[src/rtl/zapper_pkg.sv]
// Shared types and helpers for the light-gun shot sequencer.
package zapper_pkg;

  typedef enum logic [2:0] {
    IDLE,
    ARM,
    BLANK,
    TARGET,
    RESULT,
    COOLDOWN
  } shotState_e;

  // A single target still needs a one-bit index port.
  function automatic int hitIdxWidth(input int numTargets);
    return (numTargets > 1) ? $clog2(numTargets) : 1;
  endfunction

endpackage

[src/rtl/zapper_debounce.sv]
// Two-flop synchroniser followed by a stable-count debouncer; only the
// debounced level leaves the block.
module zapper_debounce #(
  parameter int DEBOUNCE_CYCLES = 250000
) (
  input  logic clk,
  input  logic reset,
  input  logic raw_i,
  output logic level_o
);

  localparam int CW = (DEBOUNCE_CYCLES > 1) ? $clog2(DEBOUNCE_CYCLES) : 1;
  localparam logic [CW-1:0] LAST_C = CW'(DEBOUNCE_CYCLES - 1);

  logic          sync1_q;
  logic          sync2_q;
  logic          level_q;
  logic [CW-1:0] stableCnt_q;
  logic [CW-1:0] stableCnt_d;

  assign stableCnt_d = stableCnt_q + 1'b1;

  // The count tracks consecutive cycles of disagreement; any agreement restarts it.
  always_ff @(posedge clk or negedge reset) begin
    if (!reset) begin
      sync1_q     <= 1'b0;
      sync2_q     <= 1'b0;
      level_q     <= 1'b0;
      stableCnt_q <= '0;
    end else begin
      sync1_q <= raw_i;
      sync2_q <= sync1_q;
      if (sync2_q == level_q) begin
        stableCnt_q <= '0;
      end else if (stableCnt_q == LAST_C) begin
        level_q     <= sync2_q;
        stableCnt_q <= '0;
      end else begin
        stableCnt_q <= stableCnt_d;
      end
    end
  end

  assign level_o = level_q;

endmodule

[src/rtl/zapper_shot_ctrl.sv]
// Light-gun shot sequencer: blank frames, then one flashed target per frame.
// Optional ZAPPER_LAMP_REJECT_EN vetoes a hit if light was seen while blanked.
module zapper_shot_ctrl
  import zapper_pkg::*;
#(
  parameter int NUM_TARGETS     = 2,
  parameter int BLANK_FRAMES    = 1,
  parameter int DETECT_THRESH   = 64,
  parameter int DEBOUNCE_CYCLES = 250000
) (
  input  logic                                  clk,
  input  logic                                  reset,
  input  logic                                  trigger,
  input  logic                                  detect,
  input  logic                                  frame_start,
  output logic                                  flash_black,
  output logic [NUM_TARGETS-1:0]                flash_target,
  output logic                                  busy,
  output logic                                  shot_done,
  output logic                                  hit,
  output logic [hitIdxWidth(NUM_TARGETS)-1:0]   hit_idx
);

  localparam int IW = hitIdxWidth(NUM_TARGETS);
  localparam int DW = $clog2(DETECT_THRESH + 1);
  localparam logic [DW-1:0]          THRESH_C     = DW'(DETECT_THRESH);
  localparam logic [3:0]             BLANK_LAST_C = 4'(BLANK_FRAMES - 1);
  localparam logic [IW-1:0]          TGT_LAST_C   = IW'(NUM_TARGETS - 1);
  localparam logic [NUM_TARGETS-1:0] FIRST_TGT_C  = NUM_TARGETS'(1);

  shotState_e             state_q;
  logic [3:0]             frameCnt_q;
  logic [IW-1:0]          tgt_q;
  logic [DW-1:0]          detCnt_q;
  logic [DW-1:0]          detCnt_d;
  logic                   flashBlack_q;
  logic [NUM_TARGETS-1:0] flashTarget_q;
  logic                   busy_q;
  logic                   shotDone_q;
  logic                   hit_q;
  logic [IW-1:0]          hitIdx_q;

  logic trigLevel;
  logic trigPrev_q;
  logic press;
  logic detSync1_q;
  logic detSync2_q;
  logic targetHit;
  logic lampVeto;
  logic hitAccepted;

  zapper_debounce #(
    .DEBOUNCE_CYCLES(DEBOUNCE_CYCLES)
  ) uTriggerDebounce (
    .clk     (clk),
    .reset   (reset),
    .raw_i   (trigger),
    .level_o (trigLevel)
  );

  always_ff @(posedge clk or negedge reset) begin
    if (!reset) begin
      trigPrev_q <= 1'b0;
      detSync1_q <= 1'b0;
      detSync2_q <= 1'b0;
    end else begin
      trigPrev_q <= trigLevel;
      detSync1_q <= detect;
      detSync2_q <= detSync1_q;
    end
  end

  assign press = trigLevel & ~trigPrev_q;

  // Saturating count; a detect on the frame_start cycle still belongs to the ending frame.
  always_comb begin
    detCnt_d = detCnt_q;
    if (detSync2_q && (detCnt_q != THRESH_C)) begin
      detCnt_d = detCnt_q + 1'b1;
    end
  end

  assign targetHit   = (detCnt_d == THRESH_C);
  assign hitAccepted = targetHit & ~lampVeto;

`ifdef ZAPPER_LAMP_REJECT_EN
  logic lampSeen_q;

  always_ff @(posedge clk or negedge reset) begin
    if (!reset) begin
      lampSeen_q <= 1'b0;
    end else if ((state_q == IDLE) && press) begin
      lampSeen_q <= 1'b0;
    end else if ((state_q == BLANK) && detSync2_q) begin
      lampSeen_q <= 1'b1;
    end
  end

  assign lampVeto = lampSeen_q;
`else
  assign lampVeto = 1'b0;
`endif

  // Outputs are registered alongside the state so they change with it.
  always_ff @(posedge clk or negedge reset) begin
    if (!reset) begin
      state_q       <= IDLE;
      frameCnt_q    <= '0;
      tgt_q         <= '0;
      detCnt_q      <= '0;
      flashBlack_q  <= 1'b0;
      flashTarget_q <= '0;
      busy_q        <= 1'b0;
      shotDone_q    <= 1'b0;
      hit_q         <= 1'b0;
      hitIdx_q      <= '0;
    end else begin
      shotDone_q <= 1'b0;
      unique case (state_q)
        IDLE: begin
          if (press) begin
            state_q <= ARM;
            busy_q  <= 1'b1;
          end
        end
        ARM: begin
          if (frame_start) begin
            state_q      <= BLANK;
            frameCnt_q   <= '0;
            flashBlack_q <= 1'b1;
          end
        end
        BLANK: begin
          if (frame_start) begin
            if (frameCnt_q == BLANK_LAST_C) begin
              state_q       <= TARGET;
              tgt_q         <= '0;
              detCnt_q      <= '0;
              flashBlack_q  <= 1'b0;
              flashTarget_q <= FIRST_TGT_C;
            end else begin
              frameCnt_q <= frameCnt_q + 1'b1;
            end
          end
        end
        TARGET: begin
          detCnt_q <= detCnt_d;
          if (frame_start) begin
            if (targetHit || (tgt_q == TGT_LAST_C)) begin
              state_q       <= RESULT;
              flashTarget_q <= '0;
              shotDone_q    <= 1'b1;
              hit_q         <= hitAccepted;
              hitIdx_q      <= hitAccepted ? tgt_q : '0;
            end else begin
              tgt_q         <= tgt_q + 1'b1;
              detCnt_q      <= '0;
              flashTarget_q <= flashTarget_q << 1;
            end
          end
        end
        RESULT: begin
          state_q <= COOLDOWN;
        end
        COOLDOWN: begin
          if (!trigLevel) begin
            state_q <= IDLE;
            busy_q  <= 1'b0;
          end
        end
        default: begin
          state_q <= IDLE;
        end
      endcase
    end
  end

  assign flash_black  = flashBlack_q;
  assign flash_target = flashTarget_q;
  assign busy         = busy_q;
  assign shot_done    = shotDone_q;
  assign hit          = hit_q;
  assign hit_idx      = hitIdx_q;

endmodule
[config.mk]
export PLATFORM = sky130hd
export DESIGN_NAME = zapper_shot_ctrl
export DESIGN_NICKNAME = d
export VERILOG_FILES = /design/src/rtl/zapper_pkg.sv /design/src/rtl/zapper_debounce.sv /design/src/rtl/zapper_shot_ctrl.sv
export SDC_FILE = /design/constraint.sdc
export NUM_CORES = 1
export LEC_CHECK = 0
export BUFFER_PORTS_ARGS = -buffer_cell sky130_fd_sc_hd__buf_4
export CORE_MARGIN = 2
export CORE_UTILIZATION = 40
export DETAILED_ROUTE_END_ITERATION = 7
export PLACE_DENSITY = 0.64
export SETUP_SLACK_MARGIN = 0.2
export SLEW_MARGIN = 40
export SYNTH_ARGS = -nofsm -noshare
export SYNTH_HDL_FRONTEND = slang
export SYNTH_SLANG_ARGS = --single-unit
[constraint.sdc]
create_clock -name clk -period 3.9 [get_ports clk]
set_input_delay 0.975 -clock clk [delete_from_list [all_inputs] [get_ports clk]]
set_output_delay 0.975 -clock clk [all_outputs]
set_load 0.02 [all_outputs]
-- Yosys cells after proc, flatten, opt, wreduce, memory -nomap -nowiden
Index checks and enable logic that the tools add are counted.
- input port bits: 5
- register bits: 46
- output and inout port bits: 7
- bitwise gates (word level): 3
- reduce and logical (&&, ||, !) cells: 16
- eq/ne operators: 18
- muxes and demuxes: 39
- add/sub/neg operators: 4
- operators with widths (kind ; count):
    18-bit two-way mux ; 2
    7-bit two-way mux ; 5
    3-bit two-way mux ; 7
    18-bit by 1-bit adder with 18-bit output, second input constant ; 1
    18-bit equality test, second input constant ; 1
    2-bit != test, second input constant ; 9
    3-bit case mux with 6 select lines ; 1
    7-bit case mux with 2 select lines ; 1
    4-bit two-way mux ; 3
    4-bit AND reduction ; 3
    1-bit two-way mux ; 11
    3-bit AND reduction ; 3
    2-bit two-way mux ; 4
    4-bit case mux with 2 select lines ; 1
    7-bit by 1-bit adder with 7-bit output, second input constant ; 1
    7-bit equality test, second input constant ; 1
    7-bit != test, second input constant ; 1
    7-bit AND reduction ; 1
    3-bit by 2-bit equality test with 1-bit output, second input constant ; 2
    3-bit equality test, second input constant ; 2
    1-bit case mux with 2 select lines ; 3
    2-bit nonzero test ; 3
    5-bit AND reduction ; 1
    4-bit by 1-bit adder with 4-bit output, second input constant ; 1
    other kinds (11) ; 12

-- Longest topological paths before layout
- depth after elaboration: 8
- gate-level depth with buffers: 9
- depth with buffers taken out: 8

-- Modules after synthesis
From an unflattened synthesis, not the netlist that was laid out.
- cells, all modules: 253
- area total of the unflattened synthesis: 2524.9 um2
- by module, submodules not included (module ; times used ; area an instance (um2) ; seq. area each (um2) ; cells an instance):
    zapper_shot_ctrl ; 1 ; 1495.2 ; 625.6 ; 154
    zapper_debounce ; 1 ; 1029.7 ; 525.5 ; 99

-- Worst setup path after synthesis
Ideal clock, no wire load.
- kind: register -> register
- from: register detCnt_q[0]
- to: register detCnt_q[0]
- period minus slack after synthesis: 1940 ps
- slack: 1960 ps
- stages on the path, launching flop included: 9
- arrival: 1863 ps
- library setup time: 77 ps
- required time: 3823 ps
- buffers on the path: 1
- cell sequence: dfrtp_1 ha_1 and4_1 mux2i_1 a211oi_1 a211oi_2 buf_6 a21oi_2 a21oi_1
- cells in the longest elaborated chain, start to end: 8
- RTL lines (what ; RTL line ; RTL):
    start: declaration ; zapper_shot_ctrl.sv:34 ; logic [DW-1:0] detCnt_q;
    start signal: assignment ; zapper_shot_ctrl.sv:147 ; detCnt_q <= detCnt_d;
    parallel branches: the longest is 2 deep, another holds 7-bit by 1-bit adder with 7-bit output ; - ;
    7-bit two-way mux * ; zapper_shot_ctrl.sv:78 ; if (detSync2_q && (detCnt_q != THRESH_C)) begin
    7-bit equality test ; zapper_shot_ctrl.sv:83 ; assign targetHit = (detCnt_d == THRESH_C);
    1-bit logical OR ; zapper_shot_ctrl.sv:149 ; if (targetHit || (tgt_q == TGT_LAST_C)) begin
    7-bit two-way mux ; zapper_shot_ctrl.sv:149 ;
    7-bit two-way mux * ; zapper_shot_ctrl.sv:148 ; if (frame_start) begin
    7-bit case mux with 2 select lines * ; zapper_shot_ctrl.sv:119 ; unique case (state_q)
Mark *: on every way between the ends.
A chain may end at the register's enable or synchronous reset.

-- Worst setup path in the final report
- from: register detCnt_q[0]
- to: register detCnt_q[4]
The elaborated chain is that of the path after synthesis.

==> metrics.csv <==
stage,metric,value,unit
clock_tree,insertion delay to the later sink of the worst-skew pair,0.30,ns
placement,GPL Wtd Cong,0.8803,
synth,dominant cell type by area after synthesis,dfrtp_1,
critical_path,critical path class,register to register,
timing,TNS Setup,0,ns
drt,Via Count,1742,
floorplanning,Die Ht,80.91,um
floorplanning,Die W,80.91,um
clock_tree,cts repair resizes,0,
power,Max VDD drop,0.1937,mV
critical_path,CP most frequent cell,mux2i_1,
critical_path,arrival time worst endpoint,2.65,ns
clock_tree,Root Driver,clkbuf_8,
synth,Synth top cells by count,"dfrtp_1 (46), nor2_1 (30), nand2_1 (20)",
synth,XOR/XNOR Fraction of Synth Area,6.663,%
synth,syn avg cell area,9.502,um^2
global_route,initial antenna violation count,0,
synth,top-count cell post-synth,dfrtp_1,
critical_path,crit-path max cell delay,0.62,ns
clock_tree,CTS Hold Buffers Added,0,
critical_path,critical path required time,4.13,ns
synth,post-synthesis mux area share,1.745,%
synth,compound-gate portion of the synthesized area,14.65,%
power,LEAKAGE,1.132,nW
timing,Max-slew headroom,53.66,%
global_route,Congestion Overflow GR,0,
worst_hold_path,worst hold path class,register to register,
synth,Async SR Flop Fraction,100.0,%
drt,via density per instance,5.200,
critical_path,CP Capture Type,register,
floorplanning,Starting Density,40.68,%
synth,Synth Flop Type,dfrtp_1,
final_layout,ant diodes,0,
critical_path,CP Max Fanout,11,
timing,unrepaired setup endpoints after global routing,no,
clock_tree,clock buffer depth,2,
drt,initial detailed-routing violation count,90,
synth,Post-Syn Nets,259,
floorplanning,Ports,12,
synth,Cell variety after synth,50,
final_layout,Fillers,565,
placement,DPL Wire Length,2830,um
floorplanning,die area,0.006546,mm^2
floorplanning,core area,0.005816,mm^2
timing,Tmin final,2.427,ns
synth,Yosys top cell area share,48.65,%
clock_tree,Post-CTS Setup Bufs,0,
clock_tree,CTS HTree Levels,2,
global_route,gr usage total,14.32,%
timing,final setup fails,0,
final_layout,final instance area,0.002605,mm^2
synth,largest family of logic cells by synthesized area,simple AND/OR/NAND/NOR gates,
final_layout,layout cells sized above 1,11.92,%
critical_path,crit-path leading delay family,compound AO/OA/AOI/OAI gates,
run_status,status,"complete, no violations",
drt,Initial DRT Pass Iterations,4,
global_route,largest net degree at the start of global routing,47,
global_route,vias in the first global route,1629,
timing,Fmax achieved,0.4120,GHz
final_layout,nets@finish,269,
placement,I/O Buffers,11,
placement,"Cell Area, Placed",0.002495,mm^2
synth,"EDFF count, synth",0,
timing,Final Hold Vio Count,0,
clock_tree,TritonCTS clock tree,yes,
final_layout,P&R area growth vs syn,10.10,%
clock_tree,CTS Sinks,46,
global_route,first-pass GRT wire length,7286,um
drt,post-route ant nets,0,
drt,DR WL met2,1912,um
timing,Slew @ Worst Pin,0.6938,ns
drt,# DRC,0,
synth,Mapped Cells,249,
critical_path,crit path cell chain,"ha_1, and4_1, mux2i_1, a211oi_1, a211oi_2, a21oi_1, mux2i_1",
timing,Max Clock Skew,0.01240,ns
job,max-cap viol count,0,
clock_tree,clock-pin slew on the worst setup and hold paths,0.09,ns
synth,post-synthesis simple-gate area fraction,21.58,%
drt,DR WL met3,110,um
power,Power Density,323.3,mW/mm^2
synth,Area contributors post-synth,"dfrtp_1 (49%), nor2_1 (4.8%), xor2_1 (4.1%)",
drt,DRT met1 WL,2024,um
drt,DR WL/cell,12.26,um
timing,"Slew Viols, Final",0,
floorplanning,row count,28,
synth,Adder-Cell Fraction of Synth Area,2.644,%
clock_tree,Num CTS Buffers,5,
critical_path,Buffers & Inverters on Critical Path,0,
timing,fin crit share,62.24,%
drt,final wirelength,4107,um
critical_path,CP Launch Type,register,
drt,max layer used,met4,
critical_path,slowest cell on the critical path,a211oi_2,
timing,hold_ws,0.3375,ns
synth,Netlist Area Pre-Place,0.002366,mm^2
synth,Synthesis Warnings,0,
synth,sequential cell area fraction in the yosys report,48.65,%
synth,Yosys reg bits,46,
-- report_power, final --
| part | leakage [nW] | switching [mW] | internal (mW) |
|---|---|---|---|
| logic | 0.464 | 0.0175 | 0.00670 |
| clock network | 0.0575 | 0.155 | 0.179 |
| registers | 0.610 | 0.00310 | 0.481 |
| total | 1.13 | 0.175 | 0.667 |
-- final cells by class --
class / instances / area (um^2) / share of cell area, %
well taps: 75 / 93.84 / 3.602
inverters: 13 / 48.80 / 1.873
repair buffers: 11 / 82.58 / 3.170
clock buffers: 8 / 110.1 / 4.227
multi-input cells: 182 / 1119 / 42.94
flip-flops and latches: 46 / 1151 / 44.19
-- routing by layer --
metal  vias to the layer above  track usage [%]
met1                       823            18.67
li1                        892                -
met4                         0            5.593
met3                         5            3.000
met5                         -                0
met2                        22            23.39
-- worst register-to-register path, cell delays in order, from the launching register on --
cell and delay (ns):
dfrtp_1 0.49, ha_1 0.31, and4_1 0.30, mux2i_1 0.24, a211oi_1 0.11, a211oi_2 0.62
a21oi_1 0.15, mux2i_1 0.15
-- final timing paths --
path / from / end / slack (ns) / cells past startpoint
max: detCnt_q[0] / detCnt_q[4] / 1.47 / 7
min: detSync1_q / detSync2_q / 0.34 / 0
max reg2reg: detCnt_q[0] / detCnt_q[4] / 1.47 / 7
min reg2reg: detSync1_q / detSync2_q / 0.34 / 0
max in group asynchronous: reset / uTriggerDebounce.stableCnt_q[6] / 2.84 / 1
min in group asynchronous: reset / detSync2_q / 0.66 / 1
-- layout by cell type (no fill, tap or decap), types with 3 or more instances in the layout --
master,count
a21oi_1,15
a22o_1,3
and3_1,4
buf_4,11
clkbuf_8,8
dfrtp_1,46
ha_1,5
inv_1,11
mux2i_1,3
nand2_1,20
nand2b_1,4
nand3_1,18
nor2_1,30
nor3_1,5
nor4_1,4
nor4b_1,3
o21ai_0,8
o21ai_1,4
or2_2,3
xnor2_1,7
xor2_1,11
-- through the flow --
step	setup slack, ns	power [mW]	util (%)	instances
global placement	1.554	0.5189	42.90	327
global route	1.217	0.8784	44.79	335
detailed placement	1.484	0.5191	42.90	327
finish	1.473	0.8422	44.79	335
CTS	1.482	0.8578	44.79	335
floorplan	1.960	0.5040	-	249
-- flip-flops by register name, indices dropped and copies added, names as in the netlist --
name and flops:
uTriggerDebounce.stableCnt_q 18, detCnt_q 7, frameCnt_q 4, state_q 3, flash_target 2, busy 1
detSync1_q 1, detSync2_q 1, flash_black 1, hit 1, hit_idx 1, shot_done 1
tgt_q 1, trigPrev_q 1, uTriggerDebounce.level_o 1, uTriggerDebounce.sync1_q 1, uTriggerDebounce.sync2_q 1
-- cell families (layout without fill, tap and decap cells) --
logic type	count (synthesis)	in the layout
AND/OR/NAND/NOR	103	103
buffers and inverters	21	32
adder cells (fa/ha/maj)	5	5
multiplexers	4	4
XOR/XNOR	18	18
AO/OA/AOI/OAI	52	52
flip-flops	46	46
Power figures use the tool's default switching activity.
